===== config.mk =====
export PLATFORM = sky130hd
export DESIGN_NAME = mem_master_96x8
export DESIGN_NICKNAME = d
export VERILOG_FILES = /design/src/rtl/mem_master_96x8.sv
export SDC_FILE = /design/constraint.sdc
export NUM_CORES = 1
export LEC_CHECK = 0
export BUFFER_PORTS_ARGS = -buffer_cell sky130_fd_sc_hd__buf_2
export CELL_PAD_IN_SITES_DETAIL_PLACEMENT = 0
export CELL_PAD_IN_SITES_GLOBAL_PLACEMENT = 1
export CORE_MARGIN = 1
export CORE_UTILIZATION = 40
export DETAILED_ROUTE_END_ITERATION = 8
export GPL_TIMING_DRIVEN = 0
export PLACE_DENSITY = 0.92
export SYNTH_ARGS = -nofsm -noshare
export SYNTH_HDL_FRONTEND = slang
export SYNTH_SLANG_ARGS = --single-unit

===== constraint.sdc =====
create_clock -name clk -period 6.02 [get_ports clk]
set_input_delay 1.806 -clock clk [delete_from_list [all_inputs] [get_ports clk]]
set_output_delay 1.806 -clock clk [all_outputs]
set_load 0.01 [all_outputs]

===== src/rtl/mem_master_96x8.sv =====
// -----------------------------------------------------------------------------
// mem_master_96x8
//
// Burst master for a 96x8 synchronous RAM that is mapped at byte addresses
// 128..223. A control unit asks for a 1-4 beat read or write burst with
// req/rw/addr/len. Requests that would touch bytes outside the RAM window are
// rejected before any RAM access. All outputs come straight from flops.
//
// State table
//   state    | meaning
//   ---------+----------------------------------------------------------------
//   ST_IDLE  | waiting for req; range check and accept/reject happen here
//   ST_READ  | issuing read addresses, then collecting RAM data (2-edge lag)
//   ST_WRITE | issuing write beats, pulling wdata through wready
//
// Ports
//   clk            system clock
//   reset          synchronous active-high reset
//   req            transfer request, sampled only while busy=0
//   rw             1=write, 0=read, sampled with req
//   addr[7:0]      start byte address, sampled with req
//   len[1:0]       burst length minus one, sampled with req
//   wdata[7:0]     write data: beat 0 with req, later beats on wready cycles
//   busy           transfer in progress
//   wready         wdata is consumed at the end of this cycle
//   rdata[7:0]     read beat data, held when rvalid=0
//   rvalid         one-cycle pulse per read beat
//   done           one-cycle pulse on completion or rejection
//   err            qualifies done: 1=rejected for range violation
//   mem_address    RAM address (0 whenever no beat is on the bus)
//   mem_WE         RAM write enable
//   mem_data_in    RAM write data
//   mem_data_out   RAM read data, registered one edge after the address
// -----------------------------------------------------------------------------
module mem_master_96x8 (
    input  logic       clk,
    input  logic       reset,
    input  logic       req,
    input  logic       rw,
    input  logic [7:0] addr,
    input  logic [1:0] len,
    input  logic [7:0] wdata,
    output logic       busy,
    output logic       wready,
    output logic [7:0] rdata,
    output logic       rvalid,
    output logic       done,
    output logic       err,
    output logic [7:0] mem_address,
    output logic       mem_WE,
    output logic [7:0] mem_data_in,
    input  logic [7:0] mem_data_out
);

    typedef enum logic [1:0] {
        ST_IDLE  = 2'd0,
        ST_READ  = 2'd1,
        ST_WRITE = 2'd2
    } state_t;

    state_t     r_state;
    state_t     w_state_nxt;

    // r_step = k means the current cycle follows edge Ek of the transfer.
    logic [2:0] r_step;
    logic [2:0] w_step_nxt;
    logic [1:0] r_len;
    logic [1:0] w_len_nxt;

    logic       r_busy,        w_busy_nxt;
    logic       r_wready,      w_wready_nxt;
    logic [7:0] r_rdata,       w_rdata_nxt;
    logic       r_rvalid,      w_rvalid_nxt;
    logic       r_done,        w_done_nxt;
    logic       r_err,         w_err_nxt;
    logic [7:0] r_mem_address, w_mem_address_nxt;
    logic       r_mem_we,      w_mem_we_nxt;
    logic [7:0] r_mem_data_in, w_mem_data_in_nxt;

    logic [8:0] w_end_addr;
    logic       w_in_range;
    logic [2:0] w_step_inc;
    logic [2:0] w_len_ext;

    // Nine-bit sum so that e.g. 255+1 is seen as 256, not wrapped to 0.
    assign w_end_addr = {1'b0, addr} + {7'd0, len};
    assign w_in_range = (addr >= 8'd128) && (w_end_addr <= 9'd223);

    assign w_step_inc = r_step + 3'd1;
    assign w_len_ext  = {1'b0, r_len};

    always_comb begin
        w_state_nxt       = r_state;
        w_step_nxt        = r_step;
        w_len_nxt         = r_len;
        w_busy_nxt        = r_busy;
        w_wready_nxt      = 1'b0;
        w_rdata_nxt       = r_rdata;
        w_rvalid_nxt      = 1'b0;
        w_done_nxt        = 1'b0;
        w_err_nxt         = 1'b0;
        w_mem_address_nxt = 8'd0;
        w_mem_we_nxt      = 1'b0;
        w_mem_data_in_nxt = r_mem_data_in;

        case (r_state)
            ST_IDLE: begin
                w_busy_nxt = 1'b0;
                if (req) begin
                    if (w_in_range) begin
                        w_state_nxt       = rw ? ST_WRITE : ST_READ;
                        w_busy_nxt        = 1'b1;
                        w_len_nxt         = len;
                        w_step_nxt        = 3'd0;
                        w_mem_address_nxt = addr;
                        w_mem_we_nxt      = rw;
                        w_mem_data_in_nxt = wdata;
                        w_wready_nxt      = rw && (len != 2'd0);
                    end else begin
                        w_done_nxt = 1'b1;
                        w_err_nxt  = 1'b1;
                    end
                end
            end

            ST_WRITE: begin
                if (r_step < w_len_ext) begin
                    w_step_nxt        = w_step_inc;
                    w_mem_address_nxt = r_mem_address + 8'd1;
                    w_mem_we_nxt      = 1'b1;
                    w_mem_data_in_nxt = wdata;
                    w_wready_nxt      = (w_step_inc < w_len_ext);
                end else begin
                    // Last beat was written at this edge.
                    w_state_nxt = ST_IDLE;
                    w_busy_nxt  = 1'b0;
                    w_done_nxt  = 1'b1;
                end
            end

            ST_READ: begin
                w_step_nxt = w_step_inc;
                if (r_step < w_len_ext) begin
                    w_mem_address_nxt = r_mem_address + 8'd1;
                end
                // RAM data for the beat issued at Ek is on mem_data_out
                // after E(k+1), so it is captured at E(k+2).
                if (r_step != 3'd0) begin
                    w_rdata_nxt  = mem_data_out;
                    w_rvalid_nxt = 1'b1;
                end
                if (r_step == (w_len_ext + 3'd1)) begin
                    w_state_nxt = ST_IDLE;
                    w_busy_nxt  = 1'b0;
                    w_done_nxt  = 1'b1;
                end
            end

            default: begin
                w_state_nxt = ST_IDLE;
                w_busy_nxt  = 1'b0;
            end
        endcase
    end

    always_ff @(posedge clk) begin
        if (reset) begin
            r_state       <= ST_IDLE;
            r_step        <= 3'd0;
            r_len         <= 2'd0;
            r_busy        <= 1'b0;
            r_wready      <= 1'b0;
            r_rdata       <= 8'd0;
            r_rvalid      <= 1'b0;
            r_done        <= 1'b0;
            r_err         <= 1'b0;
            r_mem_address <= 8'd0;
            r_mem_we      <= 1'b0;
            r_mem_data_in <= 8'd0;
        end else begin
            r_state       <= w_state_nxt;
            r_step        <= w_step_nxt;
            r_len         <= w_len_nxt;
            r_busy        <= w_busy_nxt;
            r_wready      <= w_wready_nxt;
            r_rdata       <= w_rdata_nxt;
            r_rvalid      <= w_rvalid_nxt;
            r_done        <= w_done_nxt;
            r_err         <= w_err_nxt;
            r_mem_address <= w_mem_address_nxt;
            r_mem_we      <= w_mem_we_nxt;
            r_mem_data_in <= w_mem_data_in_nxt;
        end
    end

    assign busy        = r_busy;
    assign wready      = r_wready;
    assign rdata       = r_rdata;
    assign rvalid      = r_rvalid;
    assign done        = r_done;
    assign err         = r_err;
    assign mem_address = r_mem_address;
    assign mem_WE      = r_mem_we;
    assign mem_data_in = r_mem_data_in;

endmodule


==> results of run 1 <==
## state kept, by name, indices dropped and copies added (netlist names)
signal / count
rdata: 8
r_state: 2
r_len: 2
busy: 1
wready: 1
rvalid: 1
mem_address: 8
done: 1
mem_data_in: 8
err: 1
r_step: 3
mem_WE: 1
## cells in the final DEF, fill, tap and decap left out, types with 2 or more instances in the layout
cell type / instances
a21oi_1: 8
a31oi_1: 3
a32oi_1: 7
buf_1: 2
buf_2: 60
clkbuf_1: 7
clkbuf_8: 6
dfxtp_1: 37
ha_1: 15
inv_1: 11
mux2i_1: 18
nand2_1: 23
nand2b_1: 2
nand3_1: 11
nor2_1: 20
nor3_1: 2
o2111ai_1: 2
o211ai_1: 2
o21ai_0: 8
o31ai_1: 3
xnor2_1: 3
xor2_1: 6
## power by group
group          switching, uW  internal [uW]
sequential              5.58            254
clock                   82.2           90.7
combinational           46.8           33.1
## stage by stage
stage	util, %	setup WS (ps)	power, uW	hold WS, ps
2_1_floorplan	-	2630	313	469
3_3_place_gp	50.7	2260	343	439
3_5_place_dp	50.7	2260	345	452
4_1_cts	52.6	2560	516	464
5_1_grt	52.6	2390	537	484
6_report	52.6	2570	512	462
## final cells by class
cell class | count | area, um^2
Buffer | 11 | 51.3
Inverter | 11 | 41.3
Timing Repair Buffer | 58 | 290
Tap cell | 52 | 65.1
Clock buffer | 7 | 86.3
Multi-Input combinational cell | 151 | 1080
Sequential cell | 37 | 741
Fill cell | 428 | 2120
## worst max path at each step
stage / cells after the start / from / slack [ps] / to
floorplan: 6 / addr[1] / 2630 / r_step[2]
global placement: 7 / addr[1] / 2260 / r_step[2]
detailed placement: 7 / addr[1] / 2260 / r_step[2]
CTS: 7 / addr[1] / 2560 / r_step[2]
global route: 7 / addr[1] / 2390 / r_step[2]
finish: 7 / addr[1] / 2570 / r_step[2]
## worst max-delay path, delay by kind of cell
kind	cells	cell delay (ps)
buf+inv	1	130
compound gates	5	1400
fa+ha+maj	1	300
## routing by layer
layer  routed length [um]  up-vias  global-route usage [%]
met5                    0        -                       0
met4                   41        0                    4.67
met3                  267        6                    6.41
met2                 1920       51                    30.0
met1                 2040      785                    22.6
li1                     -      871                       -
## cell families (layout without fill, tap and decap cells)
group | after synthesis | in the layout | share of synthesized area (%)
AOI/OAI and AO/OA | 39 | 39 | 14.7
muxes | 18 | 18 | 9.42
buffers and inverters | 22 | 87 | 4.84
and+or+nand+nor | 69 | 69 | 17.3
adders and majority gates | 16 | 16 | 10.9
xor gates and xnor gates | 9 | 9 | 4.12
DFF | 37 | 37 | 38.7
==> results.json, run 1 <==
{
  "cp_cell_sequence": "buf_2 -> ha_1 -> a21oi_1 -> a41oi_1 -> o2111ai_1 -> a21oi_1 -> a32o_1",
  "pin_count": 60,
  "slowest_stage": "o2111ai_1",
  "hold_start": "mem_data_in[2]",
  "grt_max_degree": 11,
  "r2r-end": "mem_data_in[5]",
  "placed_cells": 320,
  "grt_pass1_vias": 1654,
  "syn_to_final_growth_pct": 23.1,
  "die_w_um": 71.1,
  "rows": 24,
  "root_buffer": "clkbuf_8",
  "drive_gt1_share_pct": 26.2,
  "worst_setup_path_start_kind": "primary input",
  "avgSynthCellArea_um2": 9.10,
  "worst_setup_path_end_kind": "flop",
  "place_area_um2": 2270,
  "worst_pin_slew_ps": 781,
  "diodes": 0,
  "worstSetupPathType": "primary input to flop",
  "wl_per_cell_um": 13.0,
  "crit_path_max_fanout": 4,
  "clk_pin_slew_worst_paths_ps": 70,
  "hp-class": "flop to flop",
  "final_cells": 327,
  "drc": 8,
  "r2r_start": "r_step[1]",
  "hold_viol": 0,
  "fin_crit_ps": 3450,
  "grt_pass1_wl_mm": 7.26,
  "hpwl_mm": 3.29,
  "grt-ovfl-total": 0,
  "synth-seq-cells": 37,
  "slew_viol_final": 0,
  "hold_buffers": 0,
  "violations": "design-rule violations",
  "synth-edff-count": 0,
  "slew_headroom_pct": 47.8,
  "gp_congestion": 0.777,
  "start_util_pct": 42.7,
  "htree_num_levels": 2,
  "fin_worst_skew_ps": 7.92,
  "ff2ff_setup_slack_ps": 3590,
  "core-area_um2": 4470,
  "synth_top_area_share_pct": 38.7,
  "drv_cap": 0,
  "viasPerCell": 5.24,
  "yosysMostFrequentCell": "dfxtp_1",
  "cts.sinks": 37,
  "fmax_ghz": 0.290,
  "dieArea_um2": 5060,
  "cellPowerDensity_nw_per_um2": 218,
  "cts_made_buffers": 5,
  "synth-main-ff-cell": "dfxtp_1",
  "clk_path_buf_depth": 2,
  "antenna_found_initial": 0,
  "synth_area_leaders": "dfxtp_1 39%, ha_1 9.8%, mux2i_1 9.4%, nand2_1 4.5%, nor2_1 3.9%",
  "rsz0062_at_grt": "no",
  "die_h_um": 71.1,
  "min_to": "mem_data_in[2]",
  "yosysWarnings": 0,
  "cts_tree": "done",
  "setup_violations": 0,
  "synthCells": 210,
  "yosysTopAreaCell": "dfxtp_1",
  "ir_drop_mv": 0.132,
  "vias": 1713,
  "post_cts_resized": 0,
  "crit_required_ps": 6210,
  "port-buffer-count": 58,
  "crit_top_cell": "a21oi_1",
  "syn-cell-area_um2": 1910,
  "clock_latency_ps": 290,
  "p_leak_uw": 0.00115,
  "final_area_um2": 2350,
  "fin_crit_sh_pct": 57.3,
  "synth_cell_types": 40,
  "synthTopCellsByCount": "37 x dfxtp_1, 23 x nand2_1, 20 x nor2_1",
  "async_flop_share_pct": 0,
  "critical_path_arrival_ps": 3640,
  "seq_area_frac_synth_pct": 38.7,
  "wirelength_mm": 4.26,
  "cpPeakStageDelay_ps": 460,
  "dr.pass1.iters": 6,
  "status": "finished with violations",
  "grt.total_usage_pct": 18.2,
  "cts_setup_buffers": 0,
  "fin_tns_setup_ps": 0,
  "ant_nets": 0,
  "r2r_cells": 6,
  "hold_depth": 2,
  "syn-num-nets": 256,
  "drt_iter0_drc": 107,
  "finish.net_count": 321
}
(Power assumes the default switching activity.)
==> inputs of run 2 (changes only) <==
CORE_UTILIZATION = 37   (was 40)
PLACE_DENSITY = 0.87   (was 0.92)
clock period = 3.3 ns   (was 6.02 ns; I/O delays follow)
==> results.json, run 2 (synthesis gave the netlist of run 1 again) <==
{
  "crit_start": "addr[1]",
  "antenna_found_initial": 0,
  "fin_tns_setup_ps": 0,
  "fin_crit_sh_pct": 81.2,
  "rows": 25,
  "slew_headroom_pct": 50.8,
  "dr.pass1.iters": 4,
  "worstSetupEndpoint": "r_step[2]",
  "grt.total_usage_pct": 17.7,
  "crit_path_max_fanout": 4,
  "crit_top_cell": "a21oi_1",
  "start_util_pct": 39.4,
  "drive_gt1_share_pct": 26.8,
  "hold_buffers": 0,
  "clk_pin_slew_worst_paths_ps": 70,
  "cts_tree": "done",
  "die_h_um": 73.9,
  "final_area_um2": 2370,
  "setup_violations": 0,
  "ir_drop_mv": 0.228,
  "wl_per_cell_um": 12.8,
  "syn_to_final_growth_pct": 24.1,
  "r2r_start": "r_len[1]",
  "critPathTopFamily": "compound AO/OA/AOI/OAI gates",
  "cts_made_buffers": 5,
  "crit_buf_inv": 1,
  "htree_num_levels": 2,
  "cellPowerDensity_nw_per_um2": 391,
  "dieArea_um2": 5460,
  "grt_max_degree": 13,
  "drv_cap": 0,
  "cts.sinks": 37,
  "p_leak_uw": 0.00115,
  "drt_iter0_drc": 49,
  "port-buffer-count": 58,
  "fin_crit_ps": 2680,
  "path_depth": 7,
  "die_w_um": 73.9,
  "layout_common_cells": "60 x buf_2, 37 x dfxtp_1, 23 x nand2_1",
  "cp_cell_sequence": "buf_2 -> ha_1 -> a21oi_1 -> a41oi_1 -> o2111ai_1 -> a21oi_1 -> a32o_1",
  "clock_latency_ps": 290,
  "crit_required_ps": 3480,
  "fin_worst_skew_ps": 8.06,
  "core-area_um2": 4850,
  "placed_cells": 335,
  "viasPerCell": 4.95,
  "pin_count": 60,
  "worst_pin_slew_ps": 737,
  "place_area_um2": 2290,
  "gp_congestion": 0.815,
  "root_buffer": "clkbuf_8",
  "rsz0062_at_grt": "no",
  "ff2ff_setup_slack_ps": 950,
  "slew_viol_final": 0,
  "wirelength_mm": 4.38,
  "critical_path_arrival_ps": 2860,
  "cts_setup_buffers": 0,
  "worst_setup_path_start_kind": "primary input",
  "post_cts_resized": 0,
  "worst_setup_path_end_kind": "flop",
  "final_cells": 343,
  "clk_path_buf_depth": 2,
  "grt_pass1_vias": 1622,
  "slowest_stage": "o2111ai_1",
  "r2r-end": "mem_data_in[1]",
  "vias": 1697,
  "finalPower_uw": 927,
  "status": "finished, final reports clean",
  "hp-class": "flop to flop",
  "drc": 0,
  "grt-ovfl-total": 0,
  "ant_nets": 0,
  "hpwl_mm": 3.30,
  "final_common_cell": "buf_2",
  "fmax_ghz": 0.373,
  "finish.net_count": 321,
  "cpPeakStageDelay_ps": 490,
  "hold_viol": 0,
  "r2r_cells": 7,
  "grt_pass1_wl_mm": 7.28,
  "diodes": 0,
  "worstSetupPathType": "primary input to flop",
  "hold_start": "mem_data_in[5]"
}
run 2: cell types whose count changed in the layout (fill, tap and decap cells not counted), sizes merged:
cell	change
clkbuf	-2
clkinv	+2
clkinvlp	+1
run 2: worst reg2reg max path, stage by stage, from the launching register on:
cell and delay (ps):
dfxtp_1 370, inv_1 80, ha_1 270, nor2b_1 160
o31ai_1 480, o21ai_0 300, a21oi_4 380, mux2i_1 220
run 2: stage by stage:
stage	hold WS, ps	util, %	setup WS, ps
after global placement	439	47.1	336
after global routing	477	48.9	467
after floorplan	469	-	730
after CTS	460	48.9	627
final	459	48.9	621
after detailed placement	444	47.1	322
run 2: routing by layer:
layer,track usage [%],share of wire [%],vias up
met4,5.77,1.1,0
li1,-,-,867
met2,27.3,44,53
met5,0,0,-
met3,4.94,4.6,4
met1,23.7,50,773
run 2: final cells by class:
class	instances	area (um^2)
plain buffers	11	51.3
clock buffers	5	68.8
clock inverters	3	17.5
fillers	485	2480
inverters	11	41.3
multi-input cells	151	1080
flip-flops and latches	37	741
well taps	67	83.8
repair buffers	58	290
run 2: how the worst min path moves through the flow:
stage | cells after the start | endpoint
floorplan | 2 | r_step[0]
global placement | 2 | mem_data_in[1]
detailed placement | 2 | mem_data_in[6]
CTS | 2 | mem_data_in[7]
global route | 2 | mem_data_in[5]
finish | 2 | mem_data_in[5]
run 2: report_power, final:
| group | switching, uW | internal, uW | leakage [uW] | total, uW |
|---|---|---|---|---|
| Clock | 163 | 146 | 0.0000439 | 308 |
| Sequential | 10.0 | 463 | 0.000300 | 473 |
| Combinational | 84.9 | 60.5 | 0.000810 | 145 |
| Total | 258 | 669 | 0.00115 | 927 |
